==> src/rtl/demux_striping.sv <==
// -----------------------------------------------------------------------------
// demux_striping
//
// Transmit-side two-lane striper. A single word stream arriving at the fast
// clock rate is split into aligned pairs. The first word of each pair goes to
// lane 0 and the second to lane 1. Each pair is held for two fast-clock
// cycles, so both lanes run at half rate and are always valid together. A
// word left without a partner at the end of a burst (an odd word) is flushed
// alone on lane 0. Lane assignment restarts at lane 0 after every gap, so the
// matching unstriping mux can rebuild the original order.
//
// Ports
//   clk_2f     in   fast clock; all state changes on its rising edge
//   reset_L    in   asynchronous, active-low reset
//   data_in    in   input word, sampled when valid_in=1
//   valid_in   in   one word per clk_2f cycle when high
//   data_out0  out  lane 0 word (1st, 3rd, 5th ... word of a burst)
//   valid_out0 out  lane 0 qualifier
//   data_out1  out  lane 1 word (2nd, 4th, 6th ... word of a burst)
//   valid_out1 out  lane 1 qualifier
//   pending    out  high while a lane 0 word is buffered awaiting its partner
// -----------------------------------------------------------------------------
module demux_striping #(
  parameter int WIDTH = 32
) (
  input  logic             clk_2f,
  input  logic             reset_L,
  input  logic [WIDTH-1:0] data_in,
  input  logic             valid_in,
  output logic [WIDTH-1:0] data_out0,
  output logic             valid_out0,
  output logic [WIDTH-1:0] data_out1,
  output logic             valid_out1,
  output logic             pending
);

  // EMPTY: no word buffered. HALF: lane 0 word sits in buf0.
  typedef enum logic {
    EMPTY = 1'b0,
    HALF  = 1'b1
  } state_e;

  localparam logic [1:0] HOLD_CYCLES = 2'd2;

  state_e           state_q,      state_d;
  logic [WIDTH-1:0] buf0_q,       buf0_d;
  logic [1:0]       hold_cnt_q,   hold_cnt_d;
  logic [WIDTH-1:0] data_out0_q,  data_out0_d;
  logic [WIDTH-1:0] data_out1_q,  data_out1_d;
  logic             valid_out0_q, valid_out0_d;
  logic             valid_out1_q, valid_out1_d;

  // Hold counter decrement that sticks at zero instead of wrapping.
  function automatic logic [1:0] hold_dec(input logic [1:0] cnt);
    return (cnt == 2'd0) ? 2'd0 : cnt - 2'd1;
  endfunction

  always_comb begin
    state_d      = state_q;
    buf0_d       = buf0_q;
    data_out0_d  = data_out0_q;
    data_out1_d  = data_out1_q;
    valid_out0_d = valid_out0_q;
    valid_out1_d = valid_out1_q;

    // Default path: no output load this cycle, so the held pair ages by one.
    // The valids fall on the edge where the count runs out; data is kept.
    hold_cnt_d = hold_dec(hold_cnt_q);
    if (hold_cnt_d == 2'd0) begin
      valid_out0_d = 1'b0;
      valid_out1_d = 1'b0;
    end

    unique case (state_q)
      EMPTY: begin
        if (valid_in) begin
          buf0_d  = data_in;
          state_d = HALF;
        end
      end
      HALF: begin
        // Either the partner arrives (pair load) or a gap flushes the lone
        // lane 0 word. Both reload the hold timer, which is what lets a
        // continuous stream reload exactly as the previous pair expires.
        data_out0_d  = buf0_q;
        valid_out0_d = 1'b1;
        hold_cnt_d   = HOLD_CYCLES;
        state_d      = EMPTY;
        if (valid_in) begin
          data_out1_d  = data_in;
          valid_out1_d = 1'b1;
        end else begin
          valid_out1_d = 1'b0;
        end
      end
      default: state_d = EMPTY;
    endcase
  end

  always_ff @(posedge clk_2f or negedge reset_L) begin
    if (!reset_L) begin
      state_q      <= EMPTY;
      buf0_q       <= '0;
      hold_cnt_q   <= 2'd0;
      data_out0_q  <= '0;
      data_out1_q  <= '0;
      valid_out0_q <= 1'b0;
      valid_out1_q <= 1'b0;
    end else begin
      state_q      <= state_d;
      buf0_q       <= buf0_d;
      hold_cnt_q   <= hold_cnt_d;
      data_out0_q  <= data_out0_d;
      data_out1_q  <= data_out1_d;
      valid_out0_q <= valid_out0_d;
      valid_out1_q <= valid_out1_d;
    end
  end

  assign data_out0  = data_out0_q;
  assign data_out1  = data_out1_q;
  assign valid_out0 = valid_out0_q;
  assign valid_out1 = valid_out1_q;
  assign pending    = (state_q == HALF);

endmodule

==> config.mk <==
export PLATFORM = sky130hd
export DESIGN_NAME = demux_striping
export DESIGN_NICKNAME = d
export VERILOG_FILES = /design/src/rtl/demux_striping.sv
export SDC_FILE = /design/constraint.sdc
export NUM_CORES = 1
export LEC_CHECK = 0
export CAP_MARGIN = 5
export CORE_AREA = 2 2 110 85
export DETAILED_ROUTE_END_ITERATION = 12
export DIE_AREA = 0 0 112 87
export MAX_ROUTING_LAYER = met4
export PLACE_DENSITY = 0.81
export REMOVE_ABC_BUFFERS = 1
export SLEW_MARGIN = 5
export SYNTH_ARGS = -nofsm -noshare
export SYNTH_HDL_FRONTEND = slang
export SYNTH_SLANG_ARGS = --single-unit
export TNS_END_PERCENT = 50
==> constraint.sdc <==
create_clock -name clk_2f -period 1.75 [get_ports clk_2f]
set_clock_uncertainty 0.15 [all_clocks]
set_input_delay 0.2625 -clock clk_2f [delete_from_list [all_inputs] [get_ports clk_2f]]
set_output_delay 0.2625 -clock clk_2f [all_outputs]
set_load 0.02 [all_outputs]
### Word-level counts from Yosys, hierarchy flattened

Cells that the tools add are included.

* flip-flop bits (word level): 101
* ROM bits: 0
* input port bits: 35
* bits in latches: 0
* memories kept: 0
* logic and storage cells: 21
* bits in writable memories: 0

* mux-type cells: 7
* eq/ne operators: 0
* $add $sub $neg: 1
* divide/modulo/power cells: 0
* reductions and logical operators: 5
* bitwise operators: 1
* shift operators: 0
* order comparisons: 0
* multiply operators: 0

Operators by type and width (count)
* zero test 2 bit: 2
* two-way mux 1 bit: 4
* two-way mux 2 bit: 2
* AND reduction 2 bit: 2
* case mux 1 bit (2 select lines): 1
* nonzero test 2 bit: 1
* subtractor 2 x 1 -> 2 bit (second input constant): 1
* inverter 1 bit: 1

### Longest topological paths before layout

Gate-level depths: netlist of the first run.

* depth in word-level cells: 5
* mapped depth: 4
* depth with buffers taken out: 2

### Least setup slack after synthesis of the first run

No wires, ideal clock.

* path type: reg2reg
* from: reg state_q, in the netlist pending
* to: reg data_out1_q[10], in the netlist data_out1[10]
* stages on the path, launching flop included: 5
* slack: 0.232 ns
* data arrival time: 1.243 ns
* clock period less this slack: 1.518 ns
* cells stage by stage: dfrtp_1 buf_4 nand2_2 buf_6 mux2_2

* word-level cells in the longest chain between the ends: 1

Ends and longest elaborated chain
* from (decl): line 45 `state_e state_q, state_d;`
* from (signal assigned): line 110 `state_q <= state_d;`
* AND reduction 2 bit (no line)
* to (signal assigned): line 114 `data_out1_q <= data_out1_d;`
* to (decl): line 49 `logic [WIDTH-1:0] data_out1_q, data_out1_d;`

No other way between the ends.
A chain may end at the register's enable or synchronous reset.

### Worst setup path in the final report of the first run

* from: reg data_out0_q[13], in the netlist data_out0[13]
* to: out data_out0[13]

RTL lines
* from (decl): line 48 `logic [WIDTH-1:0] data_out0_q, data_out0_d;`
* from (signal assigned): line 113 `data_out0_q <= data_out0_d;`
* to (decl): line 30 `output logic [WIDTH-1:0] data_out0,`

No word-level cell between the ends.

==> out/results.ini, run 1 <==
[routing]
dr_wl_met2_um = 3320
drt-wirelength-per-cell_um = 15.8
ant_nets = 0
top_layer = met4
first_pass_iters = 4
routedLengthMet1_um = 3160
drtIter0Drc = 61
routed_wl_um = 6970
met3WireLength_um = 414
vias_per_cell = 4.82
drc_errors = 0
vias = 2129

[setup_path]
criticalPathCategory = register to output pin
worstSetupStartpointType = register
critPathMaxFanout = 2
slowest_stage = clkdlybuf4s50_1
critical_path.cell_chain = clkdlybuf4s50_1
critPathMaxStageDelay_ns = 0.61
crit_family = buffers and inverters
cp.required_ns = 1.34
cp_data_arrival_time_ns = 1.31
crit_buf_inv = 1
endpoint_kind = output pin

[floorplanning]
die_area_um2 = 9740
initial_utilization_pct = 42.6
coreArea_um2 = 8780
fp.dieW_um = 112
die_h_um = 87
row_count = 30
ios = 102

[grt]
antenna_found_initial = 0
grt_pass1_wl_um = 11500
overflow = 0
grt_pass1_vias = 2248
track_usage_pct = 15.5
grt_max_degree = 56

[placed_design]
dp_hpwl_um = 4950
dp_slack_ns = -0.0417
routabilityCongestion = 0.734
port_buffers = 101
dpl_cell_area_um2 = 4950

[clock_tree]
cts_tree = built
cts_buffers = 9
cts_buffer_depth = 2
cts-root-buf = clkbuf_16
clk_latency_ns = 0.33
cts.clk_slew.worst_paths_ns = 0.06
h-tree-depth = 3
cts_sinks = 101

[sta]
layout_setup_ws_ns = 0.0303
finalWorstPathRequiredPeriod_ns = 1.72
fmax_ghz = 0.581
slew_violations = 0
rsz0062_at_grt = no
worst_slew_pin_slew_ns = 0.289
timing.final.hold_violations = 0
setup_viol = 0
slew_headroom_pct = 80.7
finalCritPeriodShare_pct = 98.3

[yosys]
syn-cell-area_um2 = 3740
ys_types = 12
yosysSeqAreaShare_pct = 67.6
yosys_register_bits = 101
yosys_warnings = 0
synth.avg_cell_area_um2 = 17.4
syn_inst = 215

[cells_and_area]
drive_gt1_share_pct = 21.2
antennaDiodeCount = 0
design_area_um2 = 5290
area_growth_pct = 41.5
nNetsFinal = 361

[run]
drv_cap = 0

[power_and_ir_drop]
vdd_drop_max_v = 0.000625
p_leak_uw = 0.00240
finalPower_uw = 6620
p_per_area_nw_per_um2 = 1250

[min_path]
hold_class = input port to asynchronous set/reset pin

[status]
status = finished, final reports clean

[layout make-up]
type | count | area (um2)
flip-flops and latches | 101 | 2530
clock inverters | 5 | 52.6
fillers | 674 | 3490
clock buffers | 10 | 229
repair buffers | 111 | 1200
multi-input cells | 103 | 1130
well taps | 112 | 140
[registers in the layout, indices dropped and copies added (netlist names)]
name and count:
data_out0 32, pending 1, valid_out1 1, data_out1 32
buf0_q 32, hold_cnt_q 2, valid_out0 1
[timing repair]
item | CTS | global route
cloned | 0 | 0
hold buffers | 1 | 0
gates resized for setup | 2 | 18
hold endpoints to repair | 101 | 0
buffers inserted | 0 | 0
endpoints found under the setup margin | 2 | 18
[layout by cell type, fill, tap and decap left out]
master,instances
dfrtp_1,100
clkdlybuf4s50_1,80
mux2_1,53
mux2_2,43
dlymetal6s2s_1,18
clkbuf_16,9
buf_12,6
buf_4,4
clkinv_2,3
a21o_1,2
dlygate4sd2_1,2
nor3b_1,1
nor2b_4,1
nand2_2,1
nand3b_1,1
nand2_1,1
bufinv_16,1
clkbuf_1,1
clkinvlp_4,1
dlygate4sd3_1,1
dfrtp_2,1
[layer usage]
layer / up-vias / track usage [%]
met4: 0 / 4.66
met2: 72 / 24.3
met5: - / -
met1: 1077 / 19.8
li1: 972 / -
met3: 8 / 4.73
[cells in the mapped netlist]
library cell / count / area [um2]
nand3b_1: 1 / 7.51
nand2_2: 1 / 6.26
nor2b_1: 1 / 6.26
nor3b_1: 1 / 7.51
a21o_1: 2 / 15.0
dfrtp_1: 101 / 2530
buf_6: 3 / 33.8
mux2_1: 53 / 597
buf_4: 4 / 30.0
nand2_1: 1 / 3.75
buf_2: 4 / 20.0
mux2_2: 43 / 484
[power by group]
group / switching [uW] / internal, uW / total, uW / leakage [uW]
Combinational: 796 / 934 / 1730 / 0.00107
Clock: 799 / 1090 / 1890 / 0.000138
Sequential: 220 / 2780 / 3000 / 0.00119
Total: 1810 / 4810 / 6620 / 0.00240
[per-stage QoR]
| step | std cells | utilization (%) | hold WS (ns) | setup TNS, ns |
|---|---|---|---|---|
| detailed placement | 426 | 56.4 | -0.0455 | -0.737 |
| global placement | 426 | 56.4 | -0.0480 | -0.229 |
| global route | 442 | 60.2 | 0.161 | 0 |
| floorplan | 204 | - | -0.183 | -78.03 |
| CTS | 442 | 59.7 | 0.140 | 0 |
| finish | 442 | 60.2 | 0.150 | 0 |
[path summary, 6_finish.rpt]
kind,cells past startpoint,to,slack [ns],startpoint
min,2,data_out1[20],0.15,reset_L
min in group clk_2f,1,hold_cnt_q[0],0.28,hold_cnt_q[0]
max in group asynchronous,3,data_out0[1],0.79,reset_L
min reg2reg,1,hold_cnt_q[0],0.28,hold_cnt_q[0]
max,1,data_out0[13],0.03,data_out0[13]
max reg2reg,3,buf0_q[7],0.27,pending
[kinds of logic after synthesis]
family	count (synthesis)	synth area share, %
AO/OA/AOI/OAI	2	0.401
buffers and inverters	11	2.24
flip-flops	101	67.6
multiplexers	96	28.9
AND/OR/NAND/NOR	5	0.837
No activity file was read; power rests on OpenSTA's default activity.
==> run 2: changes to the inputs <==
Settings changed: CTS_CLUSTER_DIAMETER set to 150.
==> results of run 2 <==
Final layout, timing and power as in run 1 (identical DEF).
==> run 3: changes to the inputs <==
Settings changed: CAP_MARGIN 5 to 0.
==> results of run 3 <==
Final layout, timing and power as in run 1 (identical DEF).
